$ cat src/rtl/cmd_types_pkg.sv
// Shared command-stream definitions: opcodes, payload layouts and opcode length table.
// Used by both the command decoder and cmd_stream_arbiter so their framing cannot diverge.
package cmd_types_pkg;

    typedef logic [7:0] byte_t;

    // Payload layouts as they appear on the byte stream, first field first.
    typedef struct packed {
        logic [7:0]  model_id;
        logic [7:0]  tri_idx;
        logic [15:0] color;
    } cmd_triangle_t;

    typedef struct packed {
        logic [7:0] instance_id;
        logic [7:0] model_id;
        logic [7:0] flags;
    } cmd_scene_t;

    localparam byte_t CMD_BEGIN_MODEL_UPLOAD = 8'hA0;
    localparam byte_t CMD_UPLOAD_TRIANGLE    = 8'hA1;
    localparam byte_t CMD_ADD_MODEL_INSTANCE = 8'hB0;

    localparam int CMD_TRI_LEN   = 1 + $bits(cmd_triangle_t) / 8;
    localparam int CMD_SCENE_LEN = 1 + $bits(cmd_scene_t) / 8;

    // Total command length in bytes, opcode included; unknown opcodes are single-byte.
    function automatic byte_t cmd_length_bytes(input byte_t opcode);
        byte_t len;
        case (opcode)
            CMD_BEGIN_MODEL_UPLOAD: len = 8'd2;
            CMD_UPLOAD_TRIANGLE:    len = 8'(CMD_TRI_LEN);
            CMD_ADD_MODEL_INSTANCE: len = 8'(CMD_SCENE_LEN);
            default:                len = 8'd1;
        endcase
        return len;
    endfunction

endpackage

$ cat src/rtl/rr_arbiter.sv
// Combinational round-robin pick: first requester after last_idx, wrapping modulo N.
module rr_arbiter #(
    parameter int N = 2,
    localparam int IW = (N > 1) ? $clog2(N) : 1
) (
    input  logic [N-1:0]  req,
    input  logic [IW-1:0] last_idx,
    output logic [IW-1:0] gnt_idx,
    output logic          gnt_any
);

    logic [IW-1:0] cand;

    // Scan from the farthest offset down so the nearest requester after last_idx wins.
    always_comb begin
        gnt_idx = '0;
        gnt_any = 1'b0;
        cand    = '0;
        for (int off = N; off >= 1; off--) begin
            cand = IW'((int'(last_idx) + off) % N);
            if (req[cand]) begin
                gnt_idx = cand;
                gnt_any = 1'b1;
            end
        end
    end

endmodule

$ cat src/rtl/cmd_stream_arbiter.sv
// Command-granular round-robin arbiter feeding the command decoder's byte stream.
// Optional CMD_ARB_TIMEOUT_EN: a stalled command is padded out with 0x00 bytes.
module cmd_stream_arbiter
    import cmd_types_pkg::*;
#(
    parameter int NUM_SRC        = 2,
    parameter int TRI_CMD_LEN    = 1 + $bits(cmd_triangle_t) / 8,
    parameter int SCENE_CMD_LEN  = 1 + $bits(cmd_scene_t) / 8,
    parameter int TIMEOUT_CYCLES = 1024
) (
    input  logic                       clk,
    input  logic                       rstn,
    input  logic [NUM_SRC-1:0]         src_valid,
    output logic [NUM_SRC-1:0]         src_ready,
    input  logic [NUM_SRC*8-1:0]       src_data,
    output logic                       cmd_out_valid,
    input  logic                       cmd_out_ready,
    output logic [7:0]                 cmd_out_data,
    output logic                       grant_valid,
    output logic [$clog2(NUM_SRC)-1:0] grant_idx,
    output logic                       timeout_pulse
);

    localparam int IW = $clog2(NUM_SRC);

    if (NUM_SRC < 2 || NUM_SRC > 8) begin : g_bad_num_src
        $error("cmd_stream_arbiter: NUM_SRC must be 2..8");
    end
    if (TRI_CMD_LEN < 1 || TRI_CMD_LEN > 255 || SCENE_CMD_LEN < 1 || SCENE_CMD_LEN > 255) begin : g_bad_len
        $error("cmd_stream_arbiter: command lengths must fit the 8-bit byte counter");
    end
    if (TIMEOUT_CYCLES < 1 || TIMEOUT_CYCLES > 65535) begin : g_bad_timeout
        $error("cmd_stream_arbiter: TIMEOUT_CYCLES must fit the 16-bit stall counter");
    end

    typedef enum logic [1:0] {
        ST_IDLE    = 2'd0,
        ST_OPCODE  = 2'd1,
        ST_PAYLOAD = 2'd2
`ifdef CMD_ARB_TIMEOUT_EN
        , ST_PAD   = 2'd3
`endif
    } arb_state_e;

    // The arbiter's own lengths win for A1/B0 so a parameter override stays self-consistent.
    function automatic byte_t op_len(input byte_t op);
        byte_t len;
        case (op)
            CMD_UPLOAD_TRIANGLE:    len = 8'(TRI_CMD_LEN);
            CMD_ADD_MODEL_INSTANCE: len = 8'(SCENE_CMD_LEN);
            default:                len = cmd_length_bytes(op);
        endcase
        return len;
    endfunction

    arb_state_e    state_q, state_d;
    logic [IW-1:0] grant_idx_q, grant_idx_d;
    logic          grant_valid_q, grant_valid_d;
    logic [IW-1:0] last_idx_q, last_idx_d;
    byte_t         bytes_left_q, bytes_left_d;

    logic [IW-1:0] rr_idx;
    logic          rr_any;
    logic          sel_valid;
    byte_t         sel_data;
    byte_t         len_c;

    rr_arbiter #(.N(NUM_SRC)) u_rr (
        .req      (src_valid),
        .last_idx (last_idx_q),
        .gnt_idx  (rr_idx),
        .gnt_any  (rr_any)
    );

    assign sel_valid = src_valid[grant_idx_q];
    assign sel_data  = src_data[{grant_idx_q, 3'b000} +: 8];
    assign len_c     = op_len(sel_data);

`ifdef CMD_ARB_TIMEOUT_EN
    logic [15:0] stall_q, stall_d;
    logic        pulse_c;
    assign timeout_pulse = pulse_c;
`else
    assign timeout_pulse = 1'b0;
`endif

    always_comb begin
        state_d       = state_q;
        grant_idx_d   = grant_idx_q;
        grant_valid_d = grant_valid_q;
        last_idx_d    = last_idx_q;
        bytes_left_d  = bytes_left_q;
        src_ready     = '0;
        cmd_out_valid = 1'b0;
        cmd_out_data  = 8'h00;
`ifdef CMD_ARB_TIMEOUT_EN
        stall_d       = stall_q;
        pulse_c       = 1'b0;
`endif
        case (state_q)
            ST_IDLE: begin
                if (rr_any) begin
                    grant_idx_d   = rr_idx;
                    grant_valid_d = 1'b1;
                    state_d       = ST_OPCODE;
                end
            end
            ST_OPCODE: begin
                cmd_out_valid          = sel_valid;
                cmd_out_data           = sel_data;
                src_ready[grant_idx_q] = cmd_out_ready;
                if (sel_valid && cmd_out_ready) begin
`ifdef CMD_ARB_TIMEOUT_EN
                    stall_d = '0;
`endif
                    if (len_c <= 8'd1) begin
                        bytes_left_d  = 8'd0;
                        grant_valid_d = 1'b0;
                        last_idx_d    = grant_idx_q;
                        state_d       = ST_IDLE;
                    end else begin
                        bytes_left_d = len_c - 8'd1;
                        state_d      = ST_PAYLOAD;
                    end
                end
            end
            ST_PAYLOAD: begin
                cmd_out_valid          = sel_valid;
                cmd_out_data           = sel_data;
                src_ready[grant_idx_q] = cmd_out_ready;
                if (sel_valid && cmd_out_ready) begin
`ifdef CMD_ARB_TIMEOUT_EN
                    stall_d = '0;
`endif
                    bytes_left_d = bytes_left_q - 8'd1;
                    if (bytes_left_q == 8'd1) begin
                        grant_valid_d = 1'b0;
                        last_idx_d    = grant_idx_q;
                        state_d       = ST_IDLE;
                    end
                end
`ifdef CMD_ARB_TIMEOUT_EN
                else if (!sel_valid) begin
                    if (stall_q == 16'(TIMEOUT_CYCLES - 1)) begin
                        stall_d = '0;
                        state_d = ST_PAD;
                    end else begin
                        stall_d = stall_q + 16'd1;
                    end
                end
`endif
            end
`ifdef CMD_ARB_TIMEOUT_EN
            // Zero bytes complete the abandoned command so the decoder stays framed.
            ST_PAD: begin
                cmd_out_valid = 1'b1;
                cmd_out_data  = 8'h00;
                if (cmd_out_ready) begin
                    bytes_left_d = bytes_left_q - 8'd1;
                    if (bytes_left_q == 8'd1) begin
                        pulse_c       = 1'b1;
                        grant_valid_d = 1'b0;
                        last_idx_d    = grant_idx_q;
                        state_d       = ST_IDLE;
                    end
                end
            end
`endif
            default: begin
                state_d = ST_IDLE;
            end
        endcase
    end

    always_ff @(posedge clk or negedge rstn) begin
        if (!rstn) begin
            state_q       <= ST_IDLE;
            grant_idx_q   <= '0;
            grant_valid_q <= 1'b0;
            last_idx_q    <= IW'(NUM_SRC - 1);
            bytes_left_q  <= 8'd0;
`ifdef CMD_ARB_TIMEOUT_EN
            stall_q       <= '0;
`endif
        end else begin
            state_q       <= state_d;
            grant_idx_q   <= grant_idx_d;
            grant_valid_q <= grant_valid_d;
            last_idx_q    <= last_idx_d;
            bytes_left_q  <= bytes_left_d;
`ifdef CMD_ARB_TIMEOUT_EN
            stall_q       <= stall_d;
`endif
        end
    end

    assign grant_valid = grant_valid_q;
    assign grant_idx   = grant_idx_q;

endmodule

$ cat config.mk
export PLATFORM = sky130hd
export DESIGN_NAME = cmd_stream_arbiter
export DESIGN_NICKNAME = d
export VERILOG_FILES = /design/src/rtl/cmd_types_pkg.sv /design/src/rtl/rr_arbiter.sv /design/src/rtl/cmd_stream_arbiter.sv
export SDC_FILE = /design/constraint.sdc
export NUM_CORES = 1
export LEC_CHECK = 0
export CORE_ASPECT_RATIO = 1.5
export CORE_MARGIN = 4
export CORE_UTILIZATION = 40
export DETAILED_ROUTE_END_ITERATION = 8
export GPL_TIMING_DRIVEN = 0
export PLACE_DENSITY = 0.78
export SYNTH_ARGS = -nofsm -noshare
export SYNTH_HDL_FRONTEND = slang
export SYNTH_HIERARCHICAL = 1
export SYNTH_SLANG_ARGS = --single-unit
$ cat constraint.sdc
create_clock -name clk -period 5.35 [get_ports clk]
set_input_delay 1.07 -clock clk [delete_from_list [all_inputs] [get_ports clk]]
set_output_delay 1.07 -clock clk [all_outputs]
set_load 0.02 [all_outputs]
After elaboration in Yosys (flattened, before gate mapping). Index checks and enable logic that the tools add are counted.

Input bits: 21. Bits in registers: 13. Word-level logic and storage cells: 76. Output and inout bits: 14.

$lt $le $gt $ge: 5. Reduce and logical (&&, ||, !) cells: 11. Mux-type cells: 38. Bitwise operators: 1. Shifts and indexed selects: 1. Eq/ne operators: 11. Add/sub/neg operators: 4.

Operator list (count): $mux W8 (4); $eq A8 B8 Y1 const B (3); $mux W1 (21); $pmux W8 S2 (1); $shiftx A16 B5 Y8 (1); $sub A8 B1 Y8 const B (2); $mux W2 (7); $ne A2 B2 Y1 const B (5); $eq A8 B1 Y1 const B (1); $le A8 B1 Y1 const B (1); $lt A1 B2 Y1 const B (3); $pmux W2 S3 (1); $pmux W3 S2 (1); $reduce_and A6 Y1 (1); $reduce_and A5 Y1 (1); $reduce_and A4 Y1 (1); $pmux W1 S3 (1); $reduce_and A3 Y1 (1); $reduce_bool A3 Y1 (1); $add A1 B1 Y1 const B (2); $and A2 B2 Y2 (1); $eq A2 B1 Y1 const B (1); $eq A2 B2 Y1 const B (1); $logic_and A1 B1 Y1 (2); 7 further kinds (7).

Logic depth before layout (Yosys ltp). Gate-level depths: netlist (run 1).

Depth after elaboration: 8. Gate-level depth with buffers: 8. Gate-level depth less buffers: 7.

Cells and area by module. Netlist (run 1), hierarchy kept.

By module, submodules not included: cmd_stream_arbiter (cells each 122, area each 1062.3 sq um, seq. area each 326.6 sq um, times used 1); rr_arbiter (cells each 2, area each 13.8 sq um, seq. area each 0.0 sq um, times used 1).

Worst setup path before layout (run 1). No wires, ideal clock.

Path type: input-to-output. From: input src_valid[1]. To: output cmd_out_valid. Path slack: 2714 ps. Stages on the path: 2. Path buffers: 0. Arrival: 1566 ps. Required time: 4280 ps. Cells stage by stage: mux2_2 > and2_1.

Cells in the longest elaborated chain, start to end: 3.

RTL lines: start, declared (RTL line cmd_stream_arbiter.sv:13) `input logic [NUM_SRC-1:0] src_valid,`; $mux W1 (implied by the code) (2 in a row) (RTL line cmd_stream_arbiter.sv:75) `assign sel_valid = src_valid[grant_idx_q];`; $mux W1 (RTL line cmd_stream_arbiter.sv:100) `case (state_q)`; end, declared (RTL line cmd_stream_arbiter.sv:16) `output logic cmd_out_valid,`.

No other way between the ends. The select of a mux whose other input is x is not followed.

Worst setup path after layout (run 1). Ends and elaborated chain as after synthesis.

==> results of run 1 <==
path summary, 6_finish.rpt:
path                       cells past startpoint               to  slack (ns)
setup / recovery                               4    cmd_out_valid        1.70
min in group asynchronous                      1  bytes_left_q[5]        1.16
hold reg to reg                                1  bytes_left_q[6]        0.49
setup reg to reg                               7       last_idx_q        3.09
hold / removal                                 1  bytes_left_q[6]        0.49
max in group asynchronous                      1  bytes_left_q[0]        3.79
registers in the layout, indices dropped and copies added (netlist names):
signal	count
grant_idx	1
grant_valid	1
state_q	2
last_idx_q	1
bytes_left_q	8
synthesized netlist by cell type, types with 2 or more instances:
library cell               instances  area [sq um]
sky130_fd_sc_hd__a21oi_1           5         25.02
sky130_fd_sc_hd__clkbuf_1          2         7.510
sky130_fd_sc_hd__dfrtp_1          12         300.3
sky130_fd_sc_hd__ha_1              6         75.07
sky130_fd_sc_hd__inv_1             9         33.78
sky130_fd_sc_hd__mux2_1            2         22.52
sky130_fd_sc_hd__mux2_2            2         22.52
sky130_fd_sc_hd__mux2i_1          10         100.1
sky130_fd_sc_hd__nand2_1           9         33.78
sky130_fd_sc_hd__nand3_1           3         15.01
sky130_fd_sc_hd__nor2_1           11         41.29
sky130_fd_sc_hd__nor2b_1           9         56.30
sky130_fd_sc_hd__nor3_1            6         30.03
sky130_fd_sc_hd__o211ai_1          2         15.01
sky130_fd_sc_hd__o21ai_0           5         25.02
sky130_fd_sc_hd__o31ai_1           2         15.01
area by class of cell:
type,instances,area [sq um],area share
inverters,10,37.54,0.02540
repair buffers,33,330.3,0.2235
plain buffers,5,23.77,0.01609
clock buffers,4,26.28,0.01778
flip-flops and latches,13,326.6,0.2210
well taps,36,45.04,0.03048
multi-input cells,96,688.2,0.4657
cells in the final DEF (no fill, tap or decap), types with 6 or more instances in the layout:
cell	netlist	final
sky130_fd_sc_hd__clkdlybuf4s50_1	0	33
sky130_fd_sc_hd__dfrtp_1	12	12
sky130_fd_sc_hd__ha_1	6	6
sky130_fd_sc_hd__inv_1	9	9
sky130_fd_sc_hd__mux2i_1	10	10
sky130_fd_sc_hd__nand2_1	9	9
sky130_fd_sc_hd__nor2_1	11	11
sky130_fd_sc_hd__nor2b_1	9	9
sky130_fd_sc_hd__nor3_1	6	6
cell families after synthesis:
family | after synthesis | share of synthesized area
buf+inv | 15 | 0.05697
xor+xnor | 2 | 0.01628
other cells | 1 | 0.003485
flops | 13 | 0.3035
fa+ha+maj | 6 | 0.06977
mux | 14 | 0.1349
simple gates | 50 | 0.2535
compound gates | 23 | 0.1616
critical path: stages:
cell and delay [ns]:
sky130_fd_sc_hd__clkdlybuf4s50_1 0.46, sky130_fd_sc_hd__mux2_2 0.33, sky130_fd_sc_hd__and2_1 0.18, sky130_fd_sc_hd__clkdlybuf4s50_1 0.54
report_power, final:
group	switching, mW	leakage [nW]	internal, mW
clock	0.0342	0.0150	0.0290
sequential	0.0227	0.168	0.127
combinational	0.209	0.448	0.189
total	0.266	0.631	0.345
metal layers:
layer / part of all wire / routed length, um / track usage / vias up
met4: 0.020 / 59 / 0.08084 / 0
met5: 0 / 0 / 0 / -
met3: 0.078 / 226 / 0.02911 / 5
met2: 0.52 / 1503 / 0.3314 / 46
li1: - / - / - / 512
met1: 0.38 / 1091 / 0.1889 / 499
==> metrics.txt, run 1 <==
remaining number of nets flagged by the antenna check after routing=0; total CTS buffers=3; IO Port Bufs=33; static leakage power=between 0.6 and 0.7 nW; unique cell type count in the Yosys netlist=45; routability-driven placement congestion ratio=0.7979; max_slew headroom=0.4960; minimum clock period=~3.7 ns; register bit total from synthesis=13; Pre-Repair DR Iteration Count=4; number of pins exceeding their max-slew limit in the final report=0; maximum clock path buffer count=2; mean cell area of the mapped netlist=around 8.7 sq um; Worst-Skew Late Latency=around 0.28 ns; EDFF count, synth=0; post-synthesis async set-or-reset flop share=1.000; max-cap violation count=0; post-synthesis cell count=around 120; antenna cell count=0; critical path data required time=between 4 and 5 ns; share of synthesized area occupied by flip-flops and latches=0.3035; filler-free cell count of the finished design=about 200; endpoints failing hold=0; worst vdd ir=241.5 uV; clock root buffer=sky130_fd_sc_hd__clkbuf_4; initial core utilization=0.4296; Setup Skew=0.001832 ns; placement-stage cell area=about 1500 sq um; Final nets=189; average wire per standard cell=14.62 um; Most used DFF post-synth=sky130_fd_sc_hd__dfrtp_1; Die Y-Extent=71.52 um; sort of element at the start of the critical path=input port; origin of the worst setup path=src_valid[1]; RR Startpoint=state_q[0]; overflow left after global routing=0; DRC violation total after the first TritonRoute iteration=20; number of rows created at floorplan=22; Arr. time, crit path=2.58 ns; pre-CTS WS=between 1.5 and 2 ns; WL final=2880 um; via count=between 1,000 and 1,500; area added between synthesis and finish=37.33%; wire length of the first global-routing pass=a little under 5000 um; maximum level of the CTS H-tree=1; classification of the worst-slack hold path=flop to flop; proportion of layout cells with a drive suffix above 1=0.08075; I/O pin count=35; transition time of the tightest slew-check pin=~0.75 ns; number of antenna violations at the first check in global routing=0; post-layout worst setup margin=between 1.5 and 2 ns; half-perimeter wire length after detailed placement=around 2300 um; post-route fraction of the period consumed by the critical path=0.6828; total track usage=0.1772; final cell area excluding filler cells=1478 sq um; share of the core filled with cells=0.5899; # Post-CTS Setup Buffers=0; Final Power=around 0.61 mW; syn_nets=151; outcome=complete, no violations; Die X-Extent=between 50 and 60 um; Post-CTS Hold Buffers=0; Achievable Freq=~270 MHz; Vias/cell=5.391; clock tree from TritonCTS=done; synthesized area=between 1000 and 1500 sq um; number of gates resized after CTS=0; RSZ-0062 raised after global routing=no; source of the worst hold timing path=bytes_left_q[6]; worst hold slack=roughly 0.5 ns; Residual DRC=0; pin count of the biggest net entering global routing=14; full die area=3601 sq um; P per Cell Area=between 400 and 500 nW/um^2; number of inserted filler cells in the final layout=about 240; Crit Path Max Fanout=4; clk slew on worst S/H paths=~0.080 ns; critical path capture point type=output port; setup TNS=0 ns; number of setup violations in the final report=0; Cell Count Post-Placement=roughly 190; Worst Path Class, Setup=input port to output port; area inside the core boundary=around 2500 sq um; vias in the first global route=between 1,000 and 1,500; TritonCTS sink count=13; Warnings, synthesis=6
Power figures use the tool's default switching activity.
==> inputs of run 2 (changes only) <==
--- a/config.mk
+++ b/config.mk
@@ -10,7 +10,7 @@
 export CORE_UTILIZATION = 40
 export DETAILED_ROUTE_END_ITERATION = 8
 export GPL_TIMING_DRIVEN = 0
-export PLACE_DENSITY = 0.78
+export PLACE_DENSITY = 0.81
 export SYNTH_ARGS = -nofsm -noshare
 export SYNTH_HDL_FRONTEND = slang
 export SYNTH_HIERARCHICAL = 1
==> constraint.sdc (replaced) <==
create_clock -name clk -period 3.15 [get_ports clk]
set_input_delay 0.63 -clock clk [delete_from_list [all_inputs] [get_ports clk]]
set_output_delay 0.63 -clock clk [all_outputs]
set_load 0.02 [all_outputs]
==> run 2 against run 1 <==
- clock skew hardly changed
- global-route usage is 0.21 points lower
- setup slack got worse by 1.5 ns
- clock power up 68%
- die area unchanged
- core utilization did not move
- combinational power rose by 70%
==> metrics.txt, run 2 (synthesis gave the netlist of run 1 again) <==
number of pins exceeding their max-slew limit in the final report=0 (unchanged); TritonCTS sink count=13 (unchanged); footprint of the multi-input gates=688.2 sq um (unchanged); I/O pin count=35 (unchanged); area inside the core boundary=2505 sq um (unchanged); maximum level of the CTS H-tree=1 (unchanged); detailed-route wire length on metal 1=1052 um (-3.6%); placement-stage cell area=1451 sq um (unchanged); master of the slowest instance on the critical path=sky130_fd_sc_hd__clkdlybuf4s50_1; crit path buf inv count=3 (+1); sw frac=0.4343 (-0.001025); switching power total=0.4500 mW (+69%); via count=1,063 (+0.094%); combinational power share=0.652 (about the same); FF/Latch Area=326.6 sq um (unchanged); largest registers in the final layout=bytes_left_q x8, state_q x2; worst vdd ir=389.6 uV (+61%); half-perimeter wire length after detailed placement=2389 um (+4.6%); static leakage power=0.6309 nW (unchanged); remaining number of nets flagged by the antenna check after routing=0 (unchanged); Pre-Repair DR Iteration Count=4 (unchanged); proportion of power drawn by flip-flops and latches=0.245 (about the same); pre-CTS WS=0.4181 ns (-1.321 ns); P per Cell Area=701.2 nW/um^2 (+69%); Top Family by Delay on Critical Path=buffers and inverters; post-route fraction of the period consumed by the critical path=0.9308; chain of cells forming the critical path=buf_2 -> buf_1 -> mux2i_1 -> nor2b_1 -> clkdlybuf4s50_1; number of cells traversed by the worst register-to-register path=7 (unchanged); number of gates on the worst path with buffers counted=5 (+1); wire length of the first global-routing pass=4954 um (+0.43%); final cell area excluding filler cells=1478 sq um (unchanged); antenna cell count=0 (unchanged); routability-driven placement congestion ratio=0.8083 (+1.3%); Worst-Skew Late Latency=0.28 ns (about the same); design internal power=0.5861 mW (+70%); number of gates resized after CTS=0 (unchanged); average wire per standard cell=14.61 um (about the same); area added between synthesis and finish=37.33% (unchanged); highest layer used for signal routing=met4; WHS Path Cells=1 (unchanged); Arr. time, crit path=2.30 ns (-0.28 ns); setup slack of the most critical reg-to-reg path=0.93 ns (-2.16 ns); RR Startpoint=state_q[0]; met2 wire length=1574 um (+4.7%); flip-flop count of the largest register after layout=8 (unchanged); classification of the worst-slack hold path=flop to flop; clk slew on worst S/H paths=0.08 ns (about the same); post-layout worst setup margin=0.2180 ns (-1.479 ns); endpoints failing hold=0 (unchanged); Met3 Routed Length=172 um (-24%); DRC violation total after the first TritonRoute iteration=12 (-40%); Final nets=189 (unchanged); commonest cells after routing, fill and taps aside=33 x sky130_fd_sc_hd__clkdlybuf4s50_1, 12 x sky130_fd_sc_hd__dfrtp_1, 11 x sky130_fd_sc_hd__nor2_1; vias in the first global route=1,098 (+3.0%); outcome=complete, no violations; Post-CTS Hold Buffers=0 (unchanged); setup TNS=0 ns (unchanged); number of inserted filler cells in the final layout=223 (-6.7%); clock root buffer=sky130_fd_sc_hd__clkbuf_4; most frequent standard cell in the layout excluding fill and tap cells=sky130_fd_sc_hd__clkdlybuf4s50_1; WL final=2879 um (about the same); Residual DRC=0 (unchanged); portion of total power attributed to the clock network=0.103 (about the same); critical path capture point type=output port; total track usage=0.1751 (-0.002060); sort of element at the start of the critical path=flop; Die X-Extent=50.35 um (unchanged); Worst Path Class, Setup=flop to output port; Die Y-Extent=71.52 um (unchanged); share of the core filled with cells=0.5899 (unchanged); transition time of the tightest slew-check pin=0.7743 ns (+0.02163 ns); clock tree from TritonCTS=done; max_slew headroom=0.4815 (-0.01448); worst hold slack=0.4880 ns (-0.006802 ns); maximum clock path buffer count=2 (unchanged); r2r endpoint=last_idx_q; proportion of layout cells with a drive suffix above 1=0.08075 (unchanged); Vias/cell=5.396 (about the same); max-cap violation count=0 (unchanged); minimum clock period=just under 3 ns; register with the highest flop count=bytes_left_q; RSZ-0062 raised after global routing=no; # Post-CTS Setup Buffers=0 (unchanged); number of antenna violations at the first check in global routing=0 (unchanged); full die area=3601 sq um (unchanged); total CTS buffers=3 (unchanged); Crit Path Max Fanout=10 (+6); crit-path max cell delay=0.62 ns (+0.08 ns); number of setup violations in the final report=0 (unchanged); Setup Skew=0.002098 ns (+0.0002655 ns); pin count of the biggest net entering global routing=14 (unchanged); worst hold path endpoint=bytes_left_q[6]; critical path data required time=2.52 ns (-1.76 ns); initial core utilization=0.4296 (unchanged); source of the worst hold timing path=bytes_left_q[6]; overflow left after global routing=0 (unchanged); IO Port Bufs=33 (unchanged); number of rows created at floorplan=22 (unchanged); Achievable Freq=341.1 MHz
==> run 2: worst max path at each step <==
stage | slack, ns | start | endpoint
floorplan | 1.0 | grant_idx | cmd_out_data[1]
global placement | 0.42 | src_valid[0] | cmd_out_valid
detailed placement | 0.42 | src_valid[0] | cmd_out_valid
CTS | 0.19 | grant_idx | cmd_out_data[6]
global route | 0.09 | grant_idx | cmd_out_data[6]
finish | 0.22 | grant_idx | cmd_out_data[6]
==> run 2: layout make-up <==
| cell class | count | share of cell area |
|---|---|---|
| multi-input combinational | 96 | 0.4657 |
| timing repair buffer | 33 | 0.2235 |
| sequential | 13 | 0.2210 |
| tap | 36 | 0.03048 |
| inverter | 10 | 0.02540 |
| clock buffer | 4 | 0.01778 |
| buffer | 5 | 0.01609 |
==> run 2: power groups by stage <==
stage / logic, mW / registers [mW] / clock network (mW)
2_1_floorplan: 0.422 / 0.264 / 0
6_report: 0.676 / 0.254 / 0.106
3_5_place_dp: 0.683 / 0.257 / 0
4_1_cts: 0.685 / 0.254 / 0.111
3_3_place_gp: 0.665 / 0.254 / 0
5_1_grt: 0.735 / 0.261 / 0.119
==> run 2: routing by layer <==
metal  vias to the layer above  track usage
met5                         -            0
met4                         0      0.08683
met3                         9      0.03326
met2                        34       0.3416
met1                       505       0.1684
li1                        515            -
==> run 2: stage by stage <==
stage                     cells  power [mW]
final                       197       1.036
after floorplan             124      0.6868
after detailed placement    193      0.9399
after global routing        197       1.114
after global placement      193      0.9188
after CTS                   197       1.050
